## src/rtl/gamepad_poller.sv

```systemverilog
// gamepad_poller
// Serial gamepad scanner. Drives shared latch/clock strobes to NUM_PADS
// shift-register controllers, shifts in PAD_BITS buttons from every pad in
// parallel and publishes an active-high button word with a one-cycle Valid.
//
// Parameters: NUM_PADS (pads), PAD_BITS (buttons per pad, >=1),
//             CLK_DIV (system cycles per strobe phase, >=1)
// Ports:
//   Clock        system clock, rising edge
//   Reset        synchronous active-low reset
//   Poll         scan request, only looked at in IDLE
//   GamePadData  serial data per pad, active-low
//   PadLatch     latch strobe to all pads
//   PadClock     shift clock to all pads
//   Buttons      last completed scan, pad p at [p*PAD_BITS +: PAD_BITS]
//   Valid        one-cycle pulse when Buttons updates
//   Busy         high whenever not IDLE
//   Pressed      newly pressed buttons of the last scan
//                (only when GAMEPAD_EDGE_DETECT_EN is defined)
module gamepad_poller #(
  parameter int NUM_PADS = 2,
  parameter int PAD_BITS = 8,
  parameter int CLK_DIV  = 300
) (
  input  logic                         Clock,
  input  logic                         Reset,
  input  logic                         Poll,
  input  logic [NUM_PADS-1:0]          GamePadData,
  output logic                         PadLatch,
  output logic                         PadClock,
  output logic [NUM_PADS*PAD_BITS-1:0] Buttons,
  output logic                         Valid,
  output logic                         Busy
`ifdef GAMEPAD_EDGE_DETECT_EN
  ,
  output logic [NUM_PADS*PAD_BITS-1:0] Pressed
`endif
);

  localparam int W  = NUM_PADS * PAD_BITS;
  localparam int CW = $clog2(CLK_DIV + 1);
  localparam int KW = (PAD_BITS > 1) ? $clog2(PAD_BITS) : 1;

  typedef enum logic [2:0] {IDLE, LATCH, SAMPLE, PULSE, DONE} state_t;

  state_t        state;
  logic [CW-1:0] cnt;
  logic [KW-1:0] k;
  logic [W-1:0]  shift;
  logic [W-1:0]  shift_nxt;
  logic          last;
  logic          last_bit;

  assign last     = (cnt == CW'(CLK_DIV - 1));
  assign last_bit = (k == KW'(PAD_BITS - 1));

  // Shift register with the current bit of every pad dropped in; used both
  // as the capture value and as the Buttons load value on the final bit.
  always_comb begin
    shift_nxt = shift;
    for (int p = 0; p < NUM_PADS; p++)
      shift_nxt[p*PAD_BITS + int'(k)] = ~GamePadData[p];
  end

  always_ff @(posedge Clock) begin
    if (!Reset) begin
      state    <= IDLE;
      cnt      <= '0;
      k        <= '0;
      shift    <= '0;
      PadLatch <= 1'b0;
      PadClock <= 1'b0;
      Buttons  <= '0;
      Valid    <= 1'b0;
      Busy     <= 1'b0;
`ifdef GAMEPAD_EDGE_DETECT_EN
      Pressed  <= '0;
`endif
    end else begin
      Valid <= 1'b0;
      cnt   <= cnt + 1'b1;
      case (state)
        IDLE: begin
          cnt <= '0;
          if (Poll) begin
            state    <= LATCH;
            k        <= '0;
            shift    <= '0;
            PadLatch <= 1'b1;
            Busy     <= 1'b1;
          end
        end
        LATCH: if (last) begin
          state    <= SAMPLE;
          cnt      <= '0;
          PadLatch <= 1'b0;
        end
        SAMPLE: if (last) begin
          cnt   <= '0;
          shift <= shift_nxt;
          if (last_bit) begin
            state   <= DONE;
            Buttons <= shift_nxt;
            Valid   <= 1'b1;
`ifdef GAMEPAD_EDGE_DETECT_EN
            // Buttons still holds the previous scan here, so it is the old copy.
            Pressed <= shift_nxt & ~Buttons;
`endif
          end else begin
            state    <= PULSE;
            PadClock <= 1'b1;
          end
        end
        PULSE: if (last) begin
          state    <= SAMPLE;
          cnt      <= '0;
          k        <= k + 1'b1;
          PadClock <= 1'b0;
        end
        DONE: begin
          state <= IDLE;
          cnt   <= '0;
          Busy  <= 1'b0;
        end
        default: begin
          state    <= IDLE;
          cnt      <= '0;
          PadLatch <= 1'b0;
          PadClock <= 1'b0;
          Busy     <= 1'b0;
        end
      endcase
    end
  end

endmodule

```

## config.mk

```make
export PLATFORM = sky130hd
export DESIGN_NAME = gamepad_poller
export DESIGN_NICKNAME = d
export VERILOG_FILES = /design/src/rtl/gamepad_poller.sv
export SDC_FILE = /design/constraint.sdc
export NUM_CORES = 1
export LEC_CHECK = 0
export BUFFER_PORTS_ARGS = -buffer_cell sky130_fd_sc_hd__buf_2
export CORE_MARGIN = 3
export CORE_UTILIZATION = 38
export CTS_CLUSTER_DIAMETER = 100
export DETAILED_ROUTE_END_ITERATION = 10
export SLEW_MARGIN = 40
export SYNTH_ARGS = -nofsm -noshare
export SYNTH_HDL_FRONTEND = slang
export SYNTH_SLANG_ARGS = --single-unit
```

## constraint.sdc

```tcl
create_clock -name Clock -period 2.1 [get_ports Clock]
set_input_delay 0.105 -clock Clock [delete_from_list [all_inputs] [get_ports Clock]]
set_output_delay 0.105 -clock Clock [all_outputs]
set_load 0.03 [all_outputs]
```

==> results of run 1 <==
==> Yosys cell counts (3+ instances only) <==
master	n
sky130_fd_sc_hd__a21oi_1	8
sky130_fd_sc_hd__and3b_1	3
sky130_fd_sc_hd__buf_2	3
sky130_fd_sc_hd__clkbuf_1	11
sky130_fd_sc_hd__dfxtp_1	51
sky130_fd_sc_hd__ha_1	3
sky130_fd_sc_hd__inv_1	17
sky130_fd_sc_hd__mux2i_1	46
sky130_fd_sc_hd__nand2_1	37
sky130_fd_sc_hd__nand2b_1	3
sky130_fd_sc_hd__nand3_1	6
sky130_fd_sc_hd__nor2_1	29
sky130_fd_sc_hd__nor3_1	3
sky130_fd_sc_hd__nor3b_1	6
sky130_fd_sc_hd__o21ai_0	3
sky130_fd_sc_hd__xor2_1	6
==> per-layer routing <==
metal	share of wire, %	GRT usage, %	vias up
met5	0	0	-
met2	43	21.37	33
met1	52	21.76	867
li1	-	-	962
met3	3.2	2.690	4
met4	1.1	3.453	0
==> cells by family (layout without fill, tap and decap cells) <==
kind of cell	Yosys count	after routing	synth area share (%)
simple gates	106	106	22.63
flops	51	51	41.87
mux	46	46	18.88
buf+inv	33	57	5.695
compound gates	23	23	6.875
xor+xnor	7	7	2.514
fa+ha+maj	3	3	1.539
==> worst reg2reg max path, stage by stage, from the launching register on <==
cell and delay [ns]:
sky130_fd_sc_hd__dfxtp_1 0.40, sky130_fd_sc_hd__ha_1 0.29, sky130_fd_sc_hd__nor2b_1 0.30, sky130_fd_sc_hd__nand3_2 0.20
sky130_fd_sc_hd__o31ai_4 0.25, sky130_fd_sc_hd__buf_12 0.21, sky130_fd_sc_hd__mux2i_1 0.20
==> where the power goes <==
part / internal (mW) / switching (mW)
Clock: 0.259 / 0.312
Sequential: 0.972 / 0.00392
Combinational: 0.0330 / 0.0585
==> final timing paths <==
path	start	to
max	cnt[0]	shift[13]
min	Reset	PadLatch
max reg2reg	cnt[0]	shift[13]
min reg2reg	shift[6]	shift[6]
==> state kept, by name, indices dropped and copies added, names as in the netlist <==
name / flops
Busy: 1
Buttons: 16
PadClock: 1
PadLatch: 1
Valid: 1
cnt: 9
k: 3
shift: 16
state: 3
==> layout make-up <==
| type | count | area [um2] | share of cell area, % |
|---|---|---|---|
| clock buffers | 6 | 82.58 | 3.008 |
| clock inverters | 1 | 5.005 | 0.1823 |
| repair buffers | 33 | 200.2 | 7.293 |
| multi-input cells | 185 | 1279 | 46.58 |
| flip-flops and latches | 51 | 1021 | 37.19 |
| well taps | 75 | 93.84 | 3.418 |
| inverters | 17 | 63.81 | 2.325 |
==> stage by stage <==
stage          hold WS [ns]  std cells  power, mW
2_1_floorplan        0.2457        269      1.065
6_report            0.06969        368      1.639
5_1_grt             0.07111        368      1.707
3_3_place_gp         0.3651        361      1.090
4_1_cts             0.06288        368      1.662
3_5_place_dp         0.3779        361      1.091
==> flow_summary.json, run 1 <==
{
  "mappedNetlistArea_mm2": 0.002439,
  "vias_per_instance": 5.071,
  "route.vias.total": 1866,
  "worst_skew_pair.late_latency_ns": 0.30,
  "antenna_found_initial": 0,
  "rows": 28,
  "cts-buffers-inserted": 5,
  "stdcell_area_mm2": 0.002745,
  "grt_pass1_wl_mm": 8.776,
  "post-cts-setup-buffers": 0,
  "yosys_register_bits": 51,
  "worst_clock_skew_ns": 0.006152,
  "drt_iter0_markers": 119,
  "final.period_utilization_pct": 91.37,
  "setup_viol": 0,
  "rrSetupSlack_ns": 0.18,
  "postLayoutCoreUtil_pct": 45.29,
  "yosys.area.top_type_share_pct": 41.87,
  "final_cell_mix": "sky130_fd_sc_hd__dfxtp_1 (51), sky130_fd_sc_hd__mux2i_1 (46), sky130_fd_sc_hd__nand2_1 (37), sky130_fd_sc_hd__nor2_1 (29), sky130_fd_sc_hd__buf_2 (24)",
  "worstPathMaxFanout": 16,
  "core_region_area_mm2": 0.006061,
  "grt_use_total_pct": 14.53,
  "die_h_um": 86.11,
  "yosys_warnings": 0,
  "synth_largest_area_cell": "sky130_fd_sc_hd__dfxtp_1",
  "path_buf_inv": 1,
  "synth.area.top_cells": "sky130_fd_sc_hd__dfxtp_1 (42%), sky130_fd_sc_hd__mux2i_1 (19%), sky130_fd_sc_hd__nand2_1 (5.7%)",
  "outcome": "complete, no violations",
  "die-area_mm2": 0.007415,
  "port_buffers": 24,
  "min_path_cells": 2,
  "cts.root.buffer_cell": "sky130_fd_sc_hd__clkbuf_8",
  "peakVddDrop_uv": 231.9,
  "tns_ns": 0,
  "gp_routability_congestion": 0.7309,
  "post_cts.resized_instances": 0,
  "layout.nets": 301,
  "worst_path_max_delay_cell": "sky130_fd_sc_hd__dfxtp_1",
  "path_delay_family": "simple AND/OR/NAND/NOR gates",
  "worst_hold_path_type": "in -> reg",
  "minimum_setup_slack_in_the_final_design_ns": 0.1812,
  "post_synthesis_instance_total": 269,
  "rsz0062_at_grt": "false",
  "first_pass_iters": 4,
  "worstMarginPinSlew_ns": 0.5750,
  "cts_h_tree_depth": 2,
  "maximum_number_of_pins_on_one_net_before_global_route_repair": 23,
  "remaining_max_slew_budget_at_the_tightest_pin_pct": 61.58,
  "mostFrequentLayoutCell": "sky130_fd_sc_hd__dfxtp_1",
  "path_clk_slew_ns": 0.09,
  "layout.filler_cells": 628,
  "critPathRequiredTime_ns": 2.33,
  "antenna_cells": 0,
  "design.portCount": 25,
  "critical_path.cell_chain": "ha_1 -> nor2b_1 -> nand3_2 -> o31ai_4 -> buf_12 -> mux2i_1",
  "asyncSetResetFlopFracSynth_pct": 0,
  "numClockSinks": 51,
  "horizontal_die_dimension_um": 86.11,
  "report.final.slew_viol_count": 0,
  "synth_edf_count": 0,
  "cp_slowest_stage_delay_ns": 0.40,
  "crit_type": "reg -> reg",
  "synth_cell_types": 41,
  "post-dp-hpwl_mm": 3.481,
  "antenna_violating_nets_post_route": 0,
  "max_clock_freq_ghz": 0.5211,
  "hold_viol_final": 0,
  "globalRouteOverflowTotal": 0,
  "critPathLaunchType": "flip-flop",
  "p_leak_nw": 1.194,
  "pre_cts_slack_ns": 0.2053,
  "path_depth": 6,
  "cts-hold-fix-buffers": 0,
  "synth_flop_cell": "sky130_fd_sc_hd__dfxtp_1",
  "syn-num-nets": 277,
  "post_dp_cell_area_mm2": 0.002658,
  "power_per_cell_area_mw_per_mm2": 597.1,
  "routed_wl_mm": 4.974,
  "synthToLayoutAreaGrowth_pct": 12.57,
  "ctsLongestPathBuffers": 2,
  "worst-r2r-cell-count": 6,
  "max_cap_violations": 0,
  "cts_tree": "done",
  "initial_utilization_pct": 40.24,
  "timing.final.crit_period_ns": 1.919,
  "grt_pass1_vias": 1795,
  "worst_ep_arrival_time_ns": 2.15,
  "share_of_the_yosys_chip_area_belonging_to_registers_pct": 41.87,
  "post_route_cells_drive_above_1_share_pct": 17.06,
  "crit_path_capture_type": "flip-flop",
  "synth_area_per_cell_um2": 9.065,
  "routed_wire_length_per_instance_um": 13.52,
  "drc_errors": 0
}
Power figures use the tool's default switching activity.
==> inputs of run 2 (changes only) <==
--- a/config.mk
+++ b/config.mk
@@ -7,9 +7,10 @@
 export LEC_CHECK = 0
 export BUFFER_PORTS_ARGS = -buffer_cell sky130_fd_sc_hd__buf_2
 export CORE_MARGIN = 3
-export CORE_UTILIZATION = 38
+export CORE_UTILIZATION = 50
 export CTS_CLUSTER_DIAMETER = 100
 export DETAILED_ROUTE_END_ITERATION = 10
+export PLACE_DENSITY = 0.69
 export SLEW_MARGIN = 40
 export SYNTH_ARGS = -nofsm -noshare
 export SYNTH_HDL_FRONTEND = slang
==> constraint.sdc (replaced) <==
create_clock -name Clock -period 2.1 [get_ports Clock]
set_input_delay 0.315 -clock Clock [delete_from_list [all_inputs] [get_ports Clock]]
set_output_delay 0.315 -clock Clock [all_outputs]
set_load 0.03 [all_outputs]
==> flow_summary.json, run 2 (synthesized netlist as in run 1, its figures left out) <==
{
  "outcome": "complete, no violations",
  "worst_hold_path_type": "in -> reg",
  "final_cell_mix": "sky130_fd_sc_hd__dfxtp_1 (51), sky130_fd_sc_hd__mux2i_1 (46), sky130_fd_sc_hd__nand2_1 (37), sky130_fd_sc_hd__nor2_1 (29), sky130_fd_sc_hd__buf_2 (24)",
  "first_pass_iters": 4,
  "crit-reg2reg-capture": "shift[5]",
  "rows": 24,
  "vias_per_instance": 5.151,
  "grt_pass1_vias": 1686,
  "cts-buffers-inserted": 5,
  "grt_pass1_wl_mm": 8.190,
  "port_buffers": 24,
  "groute.layer.met1.usage_pct": 28.41,
  "post-dp-hpwl_mm": 3.326,
  "power_per_cell_area_mw_per_mm2": 630.6,
  "rsz0062_at_grt": "false",
  "initial_utilization_pct": 53.78,
  "routed_wl_mm": 4.814,
  "worstPathMaxFanout": 16,
  "hold_viol_final": 0,
  "routed_wire_length_per_instance_um": 13.45,
  "post_dp_cell_area_mm2": 0.002645,
  "worst_path_max_delay_cell": "sky130_fd_sc_hd__dfxtp_1",
  "ctsLongestPathBuffers": 2,
  "die-area_mm2": 0.005751,
  "antenna_violating_nets_post_route": 0,
  "layout.nets": 301,
  "p_leak_nw": 1.198,
  "path_delay_family": "simple AND/OR/NAND/NOR gates",
  "final.period_utilization_pct": 89.76,
  "path_clk_slew_ns": 0.09,
  "gp_routability_congestion": 0.8380,
  "maximum_number_of_pins_on_one_net_before_global_route_repair": 21,
  "global_route.peak_usage_layer": "met1",
  "globalRouteMet3Util_pct": 4.354,
  "horizontal_die_dimension_um": 75.84,
  "drc_errors": 0,
  "cts.root.buffer_cell": "sky130_fd_sc_hd__clkbuf_8",
  "path_depth": 6,
  "critPathRequiredTime_ns": 2.34,
  "critPathCapture": "shift[5]",
  "tns_ns": 0,
  "min_path_cells": 3,
  "critical_path.cell_chain": "ha_1 -> nor2b_1 -> nand3_2 -> o31ai_4 -> buf_12 -> mux2i_1",
  "timing.critical_path.from": "cnt[0]",
  "cts-hold-fix-buffers": 0,
  "worst-r2r-cell-count": 6,
  "cts_h_tree_depth": 2,
  "remaining_max_slew_budget_at_the_tightest_pin_pct": 64.30,
  "critPathLaunchType": "flip-flop",
  "numClockSinks": 51,
  "grt_use_met2_pct": 25.67,
  "timing.final.crit_period_ns": 1.885,
  "design.portCount": 25,
  "worstMarginPinSlew_ns": 0.5344,
  "globalRouteOverflowTotal": 0,
  "path_buf_inv": 1,
  "crit_type": "reg -> reg",
  "report.final.slew_viol_count": 0,
  "cp_slowest_stage_delay_ns": 0.40,
  "regToRegStartpoint": "cnt[0]",
  "max_clock_freq_ghz": 0.5305,
  "grt_use_total_pct": 18.65,
  "max_cap_violations": 0,
  "setup_viol": 0,
  "reg_top3": "Buttons x16, shift x16, cnt x9",
  "tightest_hold_margin_ns": 0.2735,
  "post-cts-setup-buffers": 0,
  "post_route_cells_drive_above_1_share_pct": 16.72,
  "die_h_um": 75.84,
  "antenna_found_initial": 0,
  "worst_skew_pair.late_latency_ns": 0.31,
  "synthToLayoutAreaGrowth_pct": 12.67,
  "drt_iter0_markers": 116,
  "core_region_area_mm2": 0.004534,
  "worst_ep_arrival_time_ns": 2.13,
  "stdcell_area_mm2": 0.002748,
  "cts_tree": "done",
  "mostFrequentLayoutCell": "sky130_fd_sc_hd__dfxtp_1",
  "worst_clock_skew_ns": 0.007656,
  "antenna_cells": 0,
  "rrSetupSlack_ns": 0.22,
  "route.vias.total": 1844,
  "post_cts.resized_instances": 0,
  "peakVddDrop_uv": 388.0,
  "crit_path_capture_type": "flip-flop"
}
run 2: where the power goes:
group	switching [mW]	leakage, nW	internal [mW]
Sequential	0.00379	0.412	0.972
Clock	0.315	0.0513	0.350
Combinational	0.0591	0.736	0.0330
Total	0.378	1.20	1.35
run 2: worst min-delay path by stage:
stage	start	to	slack [ns]
final	Poll	Busy	0.27
after global routing	Poll	Busy	0.29
after CTS	Poll	Busy	0.27
after detailed placement	shift[12]	shift[12]	0.45
after global placement	shift[15]	shift[15]	0.44
after floorplan	shift[15]	shift[15]	0.43
run 2: metal layers:
metal / vias up / part of all wire, %
li1: 959 / -
met3: 5 / 3.9
met2: 32 / 42
met5: - / 0
met1: 848 / 53
met4: 0 / 1.1
run 2: layout make-up:
type	instances	area (um2)
repair buffers	33	200.2
well taps	65	81.33
clock inverters	1	30.03
multi-input cells	185	1279
fillers	420	1787
flip-flops and latches	51	1021
clock buffers	6	72.57
inverters	17	63.81
run 2: stage by stage:
| step | setup slack, ns | std cells | total power [mW] | util, % |
|---|---|---|---|---|
| final | 0.2151 | 358 | 1.733 | 60.60 |
| after global routing | 0.05386 | 358 | 1.788 | 60.60 |
| after CTS | 0.2106 | 358 | 1.749 | 60.60 |
| after detailed placement | 0.2218 | 351 | 1.091 | 58.33 |
| after global placement | 0.3016 | 351 | 1.091 | 58.33 |
| after floorplan | 0.2289 | 269 | 1.065 | - |
run 2: tightest hold or removal path, cell delays in order:
cell and delay, ns:
sky130_fd_sc_hd__buf_2 0.10, sky130_fd_sc_hd__a21oi_1 0.06, sky130_fd_sc_hd__nor2_1 0.07
==> inputs of run 3 (changes only) <==
--- a/config.mk
+++ b/config.mk
@@ -5,6 +5,7 @@
 export SDC_FILE = /design/constraint.sdc
 export NUM_CORES = 1
 export LEC_CHECK = 0
+export ABC_AREA = 1
 export BUFFER_PORTS_ARGS = -buffer_cell sky130_fd_sc_hd__buf_2
 export CORE_MARGIN = 3
 export CORE_UTILIZATION = 50
==> flow_summary.json, run 3 <==
{
  "outcome": "complete, no violations",
  "rows": 25,
  "post_synthesis_instance_total": 399,
  "synth_area_per_cell_um2": 6.648,
  "antenna_found_initial": 0,
  "timing.final.crit_period_ns": 1.838,
  "multiInputGateArea_mm2": 0.001376,
  "yosys_register_bits": 51,
  "yosys.area.top_type_share_pct": 38.49,
  "vias_per_instance": 4.840,
  "maximum_number_of_pins_on_one_net_before_global_route_repair": 38,
  "worst_hold_path_type": "in -> reg",
  "syn-num-nets": 407,
  "max_clock_freq_ghz": 0.5442,
  "synth_cell_types": 24,
  "layout.filler_cells": 479,
  "asyncSetResetFlopFracSynth_pct": 0,
  "worstPathMaxFanout": 22,
  "post_cts.resized_instances": 0,
  "die_h_um": 78.84,
  "drt_iter0_markers": 187,
  "critPathLaunchType": "flip-flop",
  "grt_use_total_pct": 18.73,
  "first_pass_iters": 4,
  "power_per_cell_area_mw_per_mm2": 1018,
  "post-cts-setup-buffers": 0,
  "synth_flop_cell": "sky130_fd_sc_hd__dfxtp_1",
  "p_leak_nw": 1.377,
  "cts_tree": "done",
  "area.sequential_mm2": 0.001021,
  "synth_largest_area_cell": "sky130_fd_sc_hd__dfxtp_1",
  "cts_h_tree_depth": 2,
  "synth_edf_count": 0,
  "crit_path_capture_type": "flip-flop",
  "reg_top3": "Buttons x16, shift x16, cnt x9",
  "cts-buffers-inserted": 5,
  "initial_utilization_pct": 54.01,
  "share_of_the_yosys_chip_area_belonging_to_registers_pct": 38.49,
  "horizontal_die_dimension_um": 78.84,
  "port_buffers": 24,
  "design.portCount": 25,
  "mappedNetlistArea_mm2": 0.002653,
  "post_route_cells_drive_above_1_share_pct": 15.00,
  "yosys_warnings": 0,
  "final.period_utilization_pct": 87.51,
  "layout.nets": 427,
  "hold_viol_final": 0,
  "max_cap_violations": 0,
  "worst_skew_pair.late_latency_ns": 0.30,
  "tns_ns": 0,
  "drc_errors": 0,
  "die-area_mm2": 0.006215,
  "route.vias.total": 2357,
  "synthToLayoutAreaGrowth_pct": 9.623,
  "grt_pass1_vias": 2128,
  "numClockSinks": 51,
  "report.final.slew_viol_count": 0,
  "cts-hold-fix-buffers": 0,
  "worst_ep_arrival_time_ns": 2.08,
  "ctsLongestPathBuffers": 2,
  "peakVddDrop_uv": 461.8,
  "worst_clock_skew_ns": 0.006241,
  "antenna_violating_nets_post_route": 0,
  "worstMarginPinSlew_ns": 0.4701,
  "rsz0062_at_grt": "false",
  "routed_wire_length_per_instance_um": 11.06,
  "cts.root.buffer_cell": "sky130_fd_sc_hd__clkbuf_8",
  "remaining_max_slew_budget_at_the_tightest_pin_pct": 68.58,
  "core_region_area_mm2": 0.004911,
  "grt_pass1_wl_mm": 9.446,
  "post-dp-hpwl_mm": 3.876,
  "antenna_cells": 0,
  "netlist_top_cells_count": "sky130_fd_sc_hd__nand2_1 (102), sky130_fd_sc_hd__nor2_1 (102), sky130_fd_sc_hd__dfxtp_1 (51)",
  "path_clk_slew_ns": 0.09,
  "stdcell_area_mm2": 0.002908,
  "globalRouteOverflowTotal": 0,
  "setup_viol": 0,
  "synth.area.top_cells": "sky130_fd_sc_hd__dfxtp_1 (38%), sky130_fd_sc_hd__nand2_1 (14%), sky130_fd_sc_hd__nor2_1 (14%)",
  "gp_routability_congestion": 0.8407,
  "critPathRequiredTime_ns": 2.34,
  "routed_wl_mm": 5.386,
  "crit_type": "reg -> reg",
  "post_dp_cell_area_mm2": 0.002790,
  "final_cell_mix": "sky130_fd_sc_hd__nand2_1 (102), sky130_fd_sc_hd__nor2_1 (102), sky130_fd_sc_hd__dfxtp_1 (51), sky130_fd_sc_hd__inv_1 (33), sky130_fd_sc_hd__nand3_1 (27)"
}
-- run 3: cell count changes after synthesis, moves of 11 or more --
cell,change
sky130_fd_sc_hd__nand3_2,+11
sky130_fd_sc_hd__nor2_1,+73
sky130_fd_sc_hd__nand3_1,+21
sky130_fd_sc_hd__inv_1,+16
sky130_fd_sc_hd__mux2i_1,-46
sky130_fd_sc_hd__nand2_1,+65
-- run 3: cell type report --
type | instances | share of cell area [%]
Multi-Input combinational cell | 295 | 47.33
Sequential cell | 51 | 35.11
Timing Repair Buffer | 29 | 5.852
Inverter | 37 | 4.776
Tap cell | 67 | 2.883
Clock buffer | 6 | 2.840
Clock inverter | 2 | 1.205
-- run 3: power breakdown --
group          switching [mW]  internal [mW]
Combinational           0.710          0.366
Sequential             0.0701           1.11
Clock                   0.315          0.386
-- run 3: logic make-up after synthesis --
kind of cell	after synthesis	synth area share [%]
compound gates	25	4.905
xor+xnor	4	1.321
fa+ha+maj	3	1.415
buf+inv	53	9.622
flops	51	38.49
simple gates	263	44.25
-- run 3: metal layers --
layer | up-vias | share of wire (%) | GRT usage [%]
met2 | 56 | 41 | 29.03
met5 | - | 0 | 0
met1 | 1018 | 52 | 26.19
li1 | 1279 | - | -
met3 | 4 | 5.3 | 3.741
met4 | 0 | 1.0 | 6.014
-- run 3: worst paths after layout --
kind	slack, ns	end	depth (start not counted)	from
worst max-delay path	0.26	Buttons[12]	9	k[0]
worst min-delay path	0.38	Busy	3	Reset
worst max register to register	0.26	Buttons[12]	9	k[0]
worst min register to register	0.47	cnt[0]	1	cnt[0]
-- run 3: worst max-delay path: stages, from the launching register on --
cell and delay (ns):
sky130_fd_sc_hd__dfxtp_1 0.48, sky130_fd_sc_hd__ha_1 0.19, sky130_fd_sc_hd__ha_1 0.15, sky130_fd_sc_hd__inv_1 0.06
sky130_fd_sc_hd__nor2_2 0.13, sky130_fd_sc_hd__inv_2 0.07, sky130_fd_sc_hd__nor2_4 0.37, sky130_fd_sc_hd__buf_12 0.19
sky130_fd_sc_hd__nor2_1 0.04, sky130_fd_sc_hd__nor2_1 0.09
-- run 3: stage by stage --
step | total power [mW] | util [%] | cells | setup slack, ns | hold WS [ns]
5_1_grt | 3.194 | 59.21 | 487 | 0.03807 | 0.3823
4_1_cts | 2.984 | 59.21 | 487 | 0.2332 | 0.3654
3_5_place_dp | 2.276 | 56.82 | 479 | 0.2548 | 0.4532
6_report | 2.961 | 59.21 | 487 | 0.2624 | 0.3764
2_1_floorplan | 2.096 | - | 399 | 0.6253 | 0.4299
3_3_place_gp | 2.264 | 56.82 | 479 | 0.3441 | 0.4404
